### src/rtl/fsm_mealy_moore.sv
// Overlapping "11" detector built as a Mealy and a Moore machine sharing clk/reset/x.
// Optional FSM_MISMATCH_FLAG_EN adds a registered Mealy copy and a mismatch output.
module fsm_mealy_moore (
  input  logic clk,
  input  logic reset,
  input  logic x,
  output logic q_mealy,
  output logic q_moore
`ifdef FSM_MISMATCH_FLAG_EN
  ,
  output logic mismatch
`endif
);

  typedef enum logic {
    M_ZERO = 1'b0,
    M_ONE  = 1'b1
  } mealy_state_e;

  typedef enum logic [1:0] {
    S0 = 2'b00,
    S1 = 2'b01,
    S2 = 2'b10
  } moore_state_e;

  mealy_state_e mealy_state_q, mealy_state_d;
  moore_state_e moore_state_q, moore_state_d;

  always_ff @(posedge clk or posedge reset) begin
    if (reset) begin
      mealy_state_q <= M_ZERO;
      moore_state_q <= S0;
    end else begin
      mealy_state_q <= mealy_state_d;
      moore_state_q <= moore_state_d;
    end
  end

  always_comb begin
    mealy_state_d = M_ZERO;
    if (x) mealy_state_d = M_ONE;
    q_mealy = (mealy_state_q == M_ONE) & x;
  end

  // Encoding 2'b11 falls into the default arm and recovers to S0.
  always_comb begin
    moore_state_d = S0;
    case (moore_state_q)
      S0:      moore_state_d = x ? S1 : S0;
      S1:      moore_state_d = x ? S2 : S0;
      S2:      moore_state_d = x ? S2 : S0;
      default: moore_state_d = S0;
    endcase
    q_moore = (moore_state_q == S2);
  end

`ifdef FSM_MISMATCH_FLAG_EN
  logic q_mealy_d;

  always_ff @(posedge clk or posedge reset) begin
    if (reset) q_mealy_d <= 1'b0;
    else       q_mealy_d <= q_mealy;
  end

  always_comb begin
    mismatch = q_mealy_d ^ q_moore;
  end
`endif

endmodule

### config.mk
export PLATFORM = sky130hd
export DESIGN_NAME = fsm_mealy_moore
export DESIGN_NICKNAME = d
export VERILOG_FILES = /design/src/rtl/fsm_mealy_moore.sv
export SDC_FILE = /design/constraint.sdc
export NUM_CORES = 1
export LEC_CHECK = 0
export CORE_AREA = 2 2 39 41
export CTS_CLUSTER_DIAMETER = 150
export DETAILED_ROUTE_END_ITERATION = 8
export DIE_AREA = 0 0 41 43
export HOLD_SLACK_MARGIN = 0.02
export PLACE_DENSITY = 0.35
export SLEW_MARGIN = 10
export SYNTH_ARGS = -nofsm -noshare
export SYNTH_HDL_FRONTEND = slang
export SYNTH_SLANG_ARGS = --single-unit
export TNS_END_PERCENT = 100
### constraint.sdc
create_clock -name clk -period 1.6 [get_ports clk]
set_input_delay 0.24 -clock clk [delete_from_list [all_inputs] [get_ports clk]]
set_output_delay 0.24 -clock clk [all_outputs]
set_load 0.02 [all_outputs]
Yosys cells after proc, flatten, opt, wreduce, memory -nomap -nowiden. Index checks and enable logic that the tools add are counted.

Register bits: 3. Bits in latches: 0. RAM bits: 0. Memory bits (read-only): 0. Input bits: 3. Output and inout bits: 2. Logic and storage cells: 11. Memories: 0.

Add/sub/neg operators: 0. Multipliers: 0. Divide/modulo/power cells: 0. Order comparisons: 0. Eq/ne operators: 2. Shift operators: 0. Multiplexer cells: 4. Bitwise logic cells: 1. Reductions and logical operators: 2.

Operators by type and width (count): $pmux W2 S2 (1); $eq A2 B1 Y1 const B (1); $eq A2 B2 Y1 const B (1); $logic_not A2 Y1 (1); $mux W1 (2); $mux W2 (1); $reduce_or A2 Y1 (1); $and A1 B1 Y1 (1).

Depth between registers and ports, before layout.
Depth after elaboration: 3. Mapped depth: 3. Gate-level depth less buffers: 3.

Least setup slack after synthesis. Ideal clock, no wire load.

Path kind: flip-flop to output port. Start: reg moore_state_q[0]. End: out q_moore. Arrival time: 0.680 ns. Slack: 0.680 ns. Cell stages (with the launch flop): 3. Buffers on the path: 0. Cell sequence: dfrtp_1 inv_1 ha_1.

Cells in the longest elaborated chain, start to end: 1.

Ends and longest elaborated chain: start, declared (line 27) `moore_state_e moore_state_q, moore_state_d;`; start signal, assigned (line 35) `moore_state_q <= moore_state_d;`; $eq A2 B2 Y1 (line 54) `q_moore = (moore_state_q == S2);`; end, declared (line 8) `output logic q_moore`.

No other way between the ends.

Worst setup path in the final report.
Start: in x. End: out q_mealy.

Cells in the longest elaborated chain, start to end: 1.

Ends and longest elaborated chain: start, declared (line 6) `input logic x,`; $and A1 B1 Y1 (line 42) `q_mealy = (mealy_state_q == M_ONE) & x;`; end, declared (line 7) `output logic q_mealy,`.

No other way between the ends.

==> results.cfg <==
[detailed_routing]
drc = 0
drt_iter0_markers = 0
drtAntennaViolNets = 0
first_pass_iters = 1
drt-total-wl_microns = 226
drt-vias-per-instance = 2.70
num_vias = 100
wl_per_cell_microns = 6.11

[logic_synthesis]
synth_top_area_cell = dfrtp_1
synthesis.area_sq_um = 145
synthTopCellsByArea = dfrtp_1 (52%), ha_1 (26%), and2_1 (8.6%)
synth.distinct_cells = 5
synthesis.nets = 18
ys_top_cells_by_count = dfrtp_1 (3), ha_1 (3), inv_1 (3), and2_1 (2), and3b_1 (1)
synth_top_area_share = 0.517
synth_top_flop_cell = dfrtp_1
synth-async-reset-ratio = 1.00
yosys_register_bits = 3
ys_warn_count = 0
synth_cells = 12
synth.avg_cell_area_sq_um = 12.1
synth-edff-count = 0
yosysSeqAreaShare = 0.517

[timing]
rsz0062_at_grt = false
max_freq_mhz = 720
tightest_slew_ns = 0.216
finalSetupViolCount = 0
relSlewSlack = 0.857
period_share = 0.868
fin_worst_skew_ns = 0.0000262
hold_viol = 0
setup-tns-final_ns = 0
slew_violations = 0
min_period_ns = 1.39

[pwr]
p_sw_uw = 82.2
p_per_area_nw_per_um2 = 1280
seqPwrFrac = 0.344
pwr-share-comb = 0.227
intPower_uw = 220
fin_total_pwr_uw = 302
sw_frac_of_total = 0.272
pwr-share-clk = 0.429
ir_drop_uv = 352
power.leakage_uw = 0.000125

[floorplanning]
boundaryPins = 5
coreArea_sq_um = 1380
rows = 14
die_w_microns = 41
initial_core_util = 0.105
fp.dieArea_sq_um = 1760
die_height_microns = 43

[placed_design]
io_buffer_count = 4
dp_hpwl_microns = 179
gp_congestion = 0.523

[critical_path]
critPathBufInv = 2
critical-path-slowest-cell = clkdlybuf4s50_1
crit_required_ns = 1.36
critical_path_arrival_ns = 1.15
critPathMaxFanout = 2
critPathCaptureType = primary output
critPathKind = in -> out
slowest_delay_ns = 0.47
critPathLaunchType = input pin
crit_family = buffers and inverters
path_cells = clkdlybuf4s50_1 > and2_1 > dlygate4sd2_1

[clocking]
postCtsSetupBuffers = 0
clk_latency_ns = 0.23
clkTransAtPathRegs_ns = 0.04
numClockSinks = 3
cts_tree = yes
cts_max_level = 1
root_buffer = clkbuf_4
cts_made_buffers = 3
cts_buffer_depth = 2

[global_route]
grtUsageMet3 = 0.0314
grt_use_met1 = 0.0260
grt_pass1_vias = 125
grt_antenna_before_repair = 0
grt_overflow = 0
use_met2 = 0.0469
grt_pass1_wl_microns = 372
grt_use_total = 0.0383
top_usage_layer = met4
grt_max_degree = 4

[cells_and_area]
diodes = 0
fin_util = 0.171
area_growth_pct = 62.9
final_nets = 28
final_layout_size_suffix_gt1_frac = 0.190

[min_path]
hold_class = in -> async

[flow_run]
maxCapViolCount = 0

[outcome]
status = finished clean
## repair_timing
action                     4_1_cts  5_1_grt
gates resized for setup          2        0
setup endpoints to repair        2        0
hold buffers                     0        0
## through the flow
step                setup WS, ns  area [sq um]  instances  hold slack (ns)
global placement         -0.0664           213         33            0.418
finish                     0.211           236         37            0.177
detailed placement       -0.0752           213         33            0.423
global route               0.166           236         37            0.199
floorplan                  0.680           145         12         -0.00636
CTS                        0.198           236         37            0.173
## power by group through the flow
stage | Combinational, uW | Clock (uW) | Sequential, uW
finish | 68.4 | 130 | 104
global route | 78.9 | 142 | 107
CTS | 71.1 | 138 | 105
detailed placement | 77.0 | 0 | 106
global placement | 77.5 | 0 | 105
floorplan | 47.0 | 0 | 103
## flip-flops by register name, indices dropped and copies added (netlist names)
| name | count |
|---|---|
| mealy_state_q | 1 |
| moore_state_q | 2 |
## area by class of cell
class / instances / area, sq um
clock buffer: 4 / 26.3
fill: 158 / 1150
inverter: 3 / 11.3
multi-input combinational: 6 / 58.8
sequential: 3 / 75.1
tap: 16 / 20.0
timing repair buffer: 5 / 45.0
## cell families after synthesis
logic type    share of synthesized area
flops                             0.517
buf+inv                          0.0776
fa+ha+maj                         0.259
simple gates                      0.147
## layer usage
layer,routed length [microns],vias to the layer above
met5,0,-
li1,-,52
met1,100,44
met3,16,0
met4,0,0
met2,108,4
## worst paths after layout
check                                             end                       start  cells past startpoint  slack (ns)
setup / recovery                              q_mealy                           x                      3        0.21
hold / removal             moore_state_q[1]$_DFF_PP0_                       reset                      2        0.18
setup reg to reg           moore_state_q[1]$_DFF_PP0_  moore_state_q[1]$_DFF_PP0_                      3        0.67
hold reg to reg            moore_state_q[0]$_DFF_PP0_  moore_state_q[0]$_DFF_PP0_                      2        0.69
max in group asynchronous     mealy_state_q$_DFF_PP0_                       reset                      2        1.29
min in group clk              mealy_state_q$_DFF_PP0_                           x                      2        0.62
## cell usage in the layout, fill, tap and decap left out, drive strengths merged
master,instances
buf,1
and3b,1
clkbuf,4
and2,2
inv,3
ha,3
clkdlybuf4s50,2
dfrtp,3
dlygate4sd2,2
## worst reg2reg max path, stage by stage (launching register included)
cell	delay, ns
dfrtp_1	0.36
inv_1	0.05
ha_1	0.26
and2_1	0.14
Power figures use the tool's default switching activity.
